<file path="src/rtl/color_clock_pkg.sv">
// Shared constants and helpers for the colour bar-graph clock.
package color_clock_pkg;

    localparam int X_W    = 10;
    localparam int Y_W    = 9;
    localparam int HOUR_W = 5;
    localparam int MIN_W  = 6;
    localparam int SEC_W  = 6;

    localparam logic [HOUR_W-1:0] HOURS_MAX = 5'd23;
    localparam logic [MIN_W-1:0]  MIN_MAX   = 6'd59;
    localparam logic [SEC_W-1:0]  SEC_MAX   = 6'd59;

    localparam logic [Y_W-1:0] BAND_MIN_Y = 9'd160;
    localparam logic [Y_W-1:0] BAND_SEC_Y = 9'd320;

    localparam logic [X_W-1:0] HOUR_SCALE = 10'd26;
    localparam logic [X_W-1:0] MS_SCALE   = 10'd10;

    typedef enum logic [1:0] {
        BAND_HOURS   = 2'd0,
        BAND_MINUTES = 2'd1,
        BAND_SECONDS = 2'd2
    } band_e;

    // Which horizontal band a line belongs to.
    function automatic band_e band_of(input logic [Y_W-1:0] y);
        if (y < BAND_MIN_Y) begin
            return BAND_HOURS;
        end else if (y < BAND_SEC_Y) begin
            return BAND_MINUTES;
        end else begin
            return BAND_SECONDS;
        end
    endfunction

endpackage

</file>
<file path="src/rtl/time_of_day_counter.sv">
// Prescaler plus hh:mm:ss counters with a validated time load.
module time_of_day_counter
    import color_clock_pkg::*;
#(
    parameter int unsigned CLK_HZ = 25000000
) (
    input  logic              clk,
    input  logic              rst_n,
    input  logic              set_en,
    input  logic [HOUR_W-1:0] set_hours,
    input  logic [MIN_W-1:0]  set_minutes,
    output logic              sec_tick,
    output logic [HOUR_W-1:0] hours,
    output logic [MIN_W-1:0]  minutes,
    output logic [SEC_W-1:0]  seconds
);

    localparam int PRE_W = (CLK_HZ > 1) ? $clog2(CLK_HZ) : 1;
    localparam logic [PRE_W-1:0] PRE_LAST = PRE_W'(CLK_HZ - 1);

    logic [PRE_W-1:0]  presc_q, presc_d;
    logic [HOUR_W-1:0] hours_q, hours_d;
    logic [MIN_W-1:0]  minutes_q, minutes_d;
    logic [SEC_W-1:0]  seconds_q, seconds_d;
    logic              tick_q, tick_d;
    logic              set_ok;

    // Next time: a valid load beats the terminal count, else count and carry.
    always_comb begin
        presc_d   = presc_q + 1'b1;
        hours_d   = hours_q;
        minutes_d = minutes_q;
        seconds_d = seconds_q;
        tick_d    = 1'b0;
        set_ok    = set_en && (set_hours <= HOURS_MAX) && (set_minutes <= MIN_MAX);
        if (set_ok) begin
            presc_d   = '0;
            hours_d   = set_hours;
            minutes_d = set_minutes;
            seconds_d = '0;
        end else if (presc_q == PRE_LAST) begin
            presc_d = '0;
            tick_d  = 1'b1;
            if (seconds_q == SEC_MAX) begin
                seconds_d = '0;
                if (minutes_q == MIN_MAX) begin
                    minutes_d = '0;
                    hours_d   = (hours_q == HOURS_MAX) ? '0 : hours_q + 1'b1;
                end else begin
                    minutes_d = minutes_q + 1'b1;
                end
            end else begin
                seconds_d = seconds_q + 1'b1;
            end
        end
    end

    // Time-of-day state registers.
    always_ff @(posedge clk or negedge rst_n) begin
        if (!rst_n) begin
            presc_q   <= '0;
            hours_q   <= '0;
            minutes_q <= '0;
            seconds_q <= '0;
            tick_q    <= 1'b0;
        end else begin
            presc_q   <= presc_d;
            hours_q   <= hours_d;
            minutes_q <= minutes_d;
            seconds_q <= seconds_d;
            tick_q    <= tick_d;
        end
    end

    assign sec_tick = tick_q;
    assign hours    = hours_q;
    assign minutes  = minutes_q;
    assign seconds  = seconds_q;

endmodule

</file>
<file path="src/rtl/color_clock_render.sv">
// Renders hours/minutes/seconds as three bar-graph bands and re-times sync.
module color_clock_render
    import color_clock_pkg::*;
#(
    parameter int unsigned CLK_HZ   = 25000000,
    parameter int unsigned H_ACTIVE = 640,
    parameter int unsigned V_ACTIVE = 480,
    parameter int unsigned COLOR_W  = 4
) (
    input  logic               clk,
    input  logic               rst_n,
    input  logic               h_sync_in,
    input  logic               v_sync_in,
    input  logic               onscreen_in,
    input  logic               set_en,
    input  logic [HOUR_W-1:0]  set_hours,
    input  logic [MIN_W-1:0]   set_minutes,
    output logic [COLOR_W-1:0] red,
    output logic [COLOR_W-1:0] green,
    output logic [COLOR_W-1:0] blue,
    output logic               h_sync_out,
    output logic               v_sync_out,
    output logic               sec_tick,
    output logic [HOUR_W-1:0]  hours,
    output logic [MIN_W-1:0]   minutes,
    output logic [SEC_W-1:0]   seconds
);

    localparam logic [X_W-1:0] X_LAST = X_W'(H_ACTIVE - 1);
    localparam logic [Y_W-1:0] Y_LAST = Y_W'(V_ACTIVE - 1);
    localparam logic [COLOR_W-1:0] DIM = COLOR_W'(1);

    logic [X_W-1:0]     x_q, x_d;
    logic [Y_W-1:0]     y_q, y_d;
    logic               on_q;
    logic               hs_q, vs_q;
    logic [COLOR_W-1:0] red_q, red_d, green_q, green_d, blue_q, blue_d;
    logic [X_W-1:0]     bar_len;

    time_of_day_counter #(
        .CLK_HZ(CLK_HZ)
    ) u_tod (
        .clk         (clk),
        .rst_n       (rst_n),
        .set_en      (set_en),
        .set_hours   (set_hours),
        .set_minutes (set_minutes),
        .sec_tick    (sec_tick),
        .hours       (hours),
        .minutes     (minutes),
        .seconds     (seconds)
    );

    // Pixel and line position, both saturating; vsync clear beats the line step.
    always_comb begin
        x_d = x_q;
        y_d = y_q;
        if (!onscreen_in) begin
            x_d = '0;
        end else if (x_q != X_LAST) begin
            x_d = x_q + 1'b1;
        end
        if (!v_sync_in) begin
            y_d = '0;
        end else if (on_q && !onscreen_in && (y_q != Y_LAST)) begin
            y_d = y_q + 1'b1;
        end
    end

    // Band select and bar compare for the pixel currently on the wire.
    always_comb begin
        red_d   = '0;
        green_d = '0;
        blue_d  = '0;
        bar_len = '0;
        if (onscreen_in) begin
            unique case (band_of(y_q))
                BAND_HOURS: begin
                    bar_len = X_W'(hours) * HOUR_SCALE;
                    red_d   = (x_q < bar_len) ? '1 : DIM;
                end
                BAND_MINUTES: begin
                    bar_len = X_W'(minutes) * MS_SCALE;
                    green_d = (x_q < bar_len) ? '1 : DIM;
                end
                default: begin
                    bar_len = X_W'(seconds) * MS_SCALE;
                    blue_d  = (x_q < bar_len) ? '1 : DIM;
                end
            endcase
        end
    end

    // Position, RGB and one-cycle sync delay registers.
    always_ff @(posedge clk or negedge rst_n) begin
        if (!rst_n) begin
            x_q     <= '0;
            y_q     <= '0;
            on_q    <= 1'b0;
            hs_q    <= 1'b1;
            vs_q    <= 1'b1;
            red_q   <= '0;
            green_q <= '0;
            blue_q  <= '0;
        end else begin
            x_q     <= x_d;
            y_q     <= y_d;
            on_q    <= onscreen_in;
            hs_q    <= h_sync_in;
            vs_q    <= v_sync_in;
            red_q   <= red_d;
            green_q <= green_d;
            blue_q  <= blue_d;
        end
    end

    assign red        = red_q;
    assign green      = green_q;
    assign blue       = blue_q;
    assign h_sync_out = hs_q;
    assign v_sync_out = vs_q;

endmodule

</file>
<file path="config.mk">
export PLATFORM = sky130hd
export DESIGN_NAME = color_clock_render
export DESIGN_NICKNAME = d
export VERILOG_FILES = /design/src/rtl/color_clock_pkg.sv /design/src/rtl/time_of_day_counter.sv /design/src/rtl/color_clock_render.sv
export SDC_FILE = /design/constraint.sdc
export NUM_CORES = 1
export LEC_CHECK = 0
export CORE_UTILIZATION = 45
export CTS_CLUSTER_DIAMETER = 80
export DETAILED_ROUTE_END_ITERATION = 8
export GPL_ROUTABILITY_DRIVEN = 0
export PLACE_DENSITY_LB_ADDON = 0.1
export SYNTH_ARGS = -nofsm -noshare
export SYNTH_HDL_FRONTEND = slang
export SYNTH_SLANG_ARGS = --single-unit
</file>
<file path="constraint.sdc">
create_clock -name clk -period 3.65 [get_ports clk]
set_input_delay 0.73 -clock clk [delete_from_list [all_inputs] [get_ports clk]]
set_output_delay 0.73 -clock clk [all_outputs]
set_load 0.02 [all_outputs]
</file>
==> out/metrics.yaml <==
clocking:
  cts_tree: "built"
  clk_pin_slew_worst_paths_ps: 80
  cts-root-buf: "clkbuf_8"
  clockBufferDepth: 2
  cts_sinks: 71
  post_cts_buffers: 0
  cts.repair.resized: 0
  postCtsHoldBufs: 0
  cts_max_level: 3
  cts_made_buffers: 9
  insertion_delay_ps: 360
drt:
  drt-pass1-iter-count: 5
  num_vias: 3916
  drt_iter0_markers: 159
  drc_errors: 0
  wl_um: 11200
  via_per_inst: 5.46
  ant_nets: 0
  routedWlPerCell_um: 15.6
cells_and_area:
  drive_above_1_share: 0.0585
  fill_cells: 963
  instances_no_fill: 717
  seqCellArea_um2: 1780
  antennaDiodeCount: 0
  area_growth_syn_to_layout_pct: 16.0
  multi_input_comb_area_um2: 2890
  fin_nets: 658
  final_cell_mix: "dfrtp_1, ha_1, nor2_1, clkdlybuf4s50_1, nand2_1"
  final_common_cell: "dfrtp_1"
synth:
  netlist_instances: 528
  synth_top_area_share: 0.353
  ys_async_sr_fraction: 1.00
  yosys.area.top_type: "dfrtp_1"
  yosysSeqAreaShare: 0.364
  ys_ff_latch: 71
  netlist_area_um2: 4890
  synth_enable_flop_cells: 0
  synth_top_flop_cell: "dfrtp_1"
  syn_nets: 610
  ys_types: 51
  yosysWarnings: 0
  synth_top_cells_by_area: "dfrtp_1, ha_1, xor2_1"
  syn_area_per_cell_um2: 9.26
grt:
  antenna_found_initial: 0
  gr-total-overflow: 0
  grt_max_degree: 31
  grt_usage: 0.217
  grt_pass1_vias: 3965
  grt_pass1_wl_um: 19200
power:
  ir_worst_vdd_uv: 219
  leakage_nw: 2.61
  p_total_mw: 2.05
  powerDensity_nw_per_um2: 361
floorplanning:
  die_h_um: 106
  core-area_um2: 10400
  die_w_um: 106
  core.rowCount: 37
  io_pins: 49
  start_util: 0.469
  fp.dieArea_um2: 11300
timing:
  hold_viol: 0
  max_freq_mhz: 326
  setup_slack_ps: 579
  tightest_slew_ps: 861
  finalClockSkew_ps: 6.75
  period_share: 0.841
  setup-tns-final_ps: 0
  maxSlewViolCount: 0
  setup_violations: 0
  slew_headroom: 0.425
  rsz0062_at_grt: "false"
  fin_crit_ps: 3070
worst_setup_path:
  critPathArrivalTime_ps: 3350
  cp-end-kind: "flip-flop"
  crit_type: "flip-flop to flip-flop"
  crit_fanout: 7
  worstPathRequired_ps: 3930
  cp-start-kind: "flip-flop"
flow_run:
  max-cap-violations: 0
placement:
  dpl.hpwl_um: 8110
  dp_cells: 701
  portBuffers: 48
  pre_cts_ws_ps: 645
outcome:
  status: "complete, no violations"
worst_hold_path:
  hp-class: "input port to async pin"
-- path summary, 6_finish.rpt --
check	from	end	slack (ps)	depth (start not counted)
worst min-delay path	rst_n	y_q[1]$_DFFE_PN0P_	320	1
max in group asynchronous	rst_n	u_tod.hours[1]$_DFFE_PN0P_	2540	2
worst min register to register	u_tod.presc_q[0]$_DFF_PN0_	u_tod.presc_q[0]$_DFF_PN0_	500	1
worst max-delay path	u_tod.hours[2]$_DFFE_PN0P_	red[2]$_DFF_PN0_	580	13
min in group clk	u_tod.presc_q[0]$_DFF_PN0_	u_tod.presc_q[0]$_DFF_PN0_	500	1
worst max register to register	u_tod.hours[2]$_DFFE_PN0P_	red[2]$_DFF_PN0_	580	13
-- flip-flops by register name, summed over array words and instances (netlist names) --
signal / flops
u_tod.presc_q: 25
x_q: 10
y_q: 9
u_tod.minutes: 6
u_tod.seconds: 6
u_tod.hours: 5
blue: 2
green: 2
red: 2
h_sync_out: 1
on_q: 1
u_tod.sec_tick: 1
v_sync_out: 1
-- worst max-delay path: stages, from the launching register on --
cell and delay (ps):
dfrtp_1 470, ha_1 340, xor2_1 170, ha_1 290
ha_1 290, a21o_1 160, a21oi_1 210, o21bai_1 90
a21oi_1 190, xor2_1 170, ha_1 260, nand2_1 80
nand3b_1 80, a31oi_1 170
-- per-stage QoR --
stage | util | area [um2] | hold WS, ps
floorplan | - | 4890 | 434
finish | 0.545 | 5670 | 320
global route | 0.545 | 5670 | 343
global placement | 0.527 | 5490 | 472
CTS | 0.545 | 5670 | 323
detailed placement | 0.527 | 5490 | 491
-- area by class of cell --
class                           count  share of cell area
Timing Repair Buffer               55              0.0931
Clock buffer                        9              0.0218
Inverter                           32              0.0212
Sequential cell                    71               0.314
Clock inverter                      7              0.0112
Multi-Input combinational cell    407               0.509
Tap cell                          136              0.0300
-- synth_stat cells (all sizes together), types with 5 or more instances --
cell,instances
or3,6
nor3,14
o21ai,12
buf,11
nor2b,5
ha,62
clkbuf,7
nand4,23
a21o,13
nand3,22
dfrtp,69
nand2,43
and2,10
a31oi,10
xor2,31
xnor2,18
nand3b,5
nor2,57
inv,32
and3,10
o211ai,7
a21oi,21
-- cells by family (layout without fill, tap and decap cells) --
kind of cell / after synthesis / after routing / synth area share
AO/OA/AOI/OAI: 72 / 72 / 0.0937
flip-flops: 71 / 71 / 0.364
XOR/XNOR: 49 / 49 / 0.0878
AND/OR/NAND/NOR: 218 / 218 / 0.232
buffers and inverters: 50 / 103 / 0.0453
adder cells (fa/ha/maj): 65 / 65 / 0.171
multiplexers: 3 / 3 / 0.00614
-- routing by layer --
metal / wire [um] / track usage / vias to the layer above
met5: 0 / 0 / -
met3: 560 / 0.0601 / 14
met1: 5210 / 0.286 / 1864
met2: 5220 / 0.346 / 83
li1: - / - / 1955
met4: 172 / 0.0645 / 0
-- power by group --
group / internal [mW] / switching [mW]
Combinational: 0.248 / 0.302
Sequential: 0.819 / 0.0539
Clock: 0.310 / 0.315
Total: 1.38 / 0.671
No activity file was read; power rests on OpenSTA's default activity.
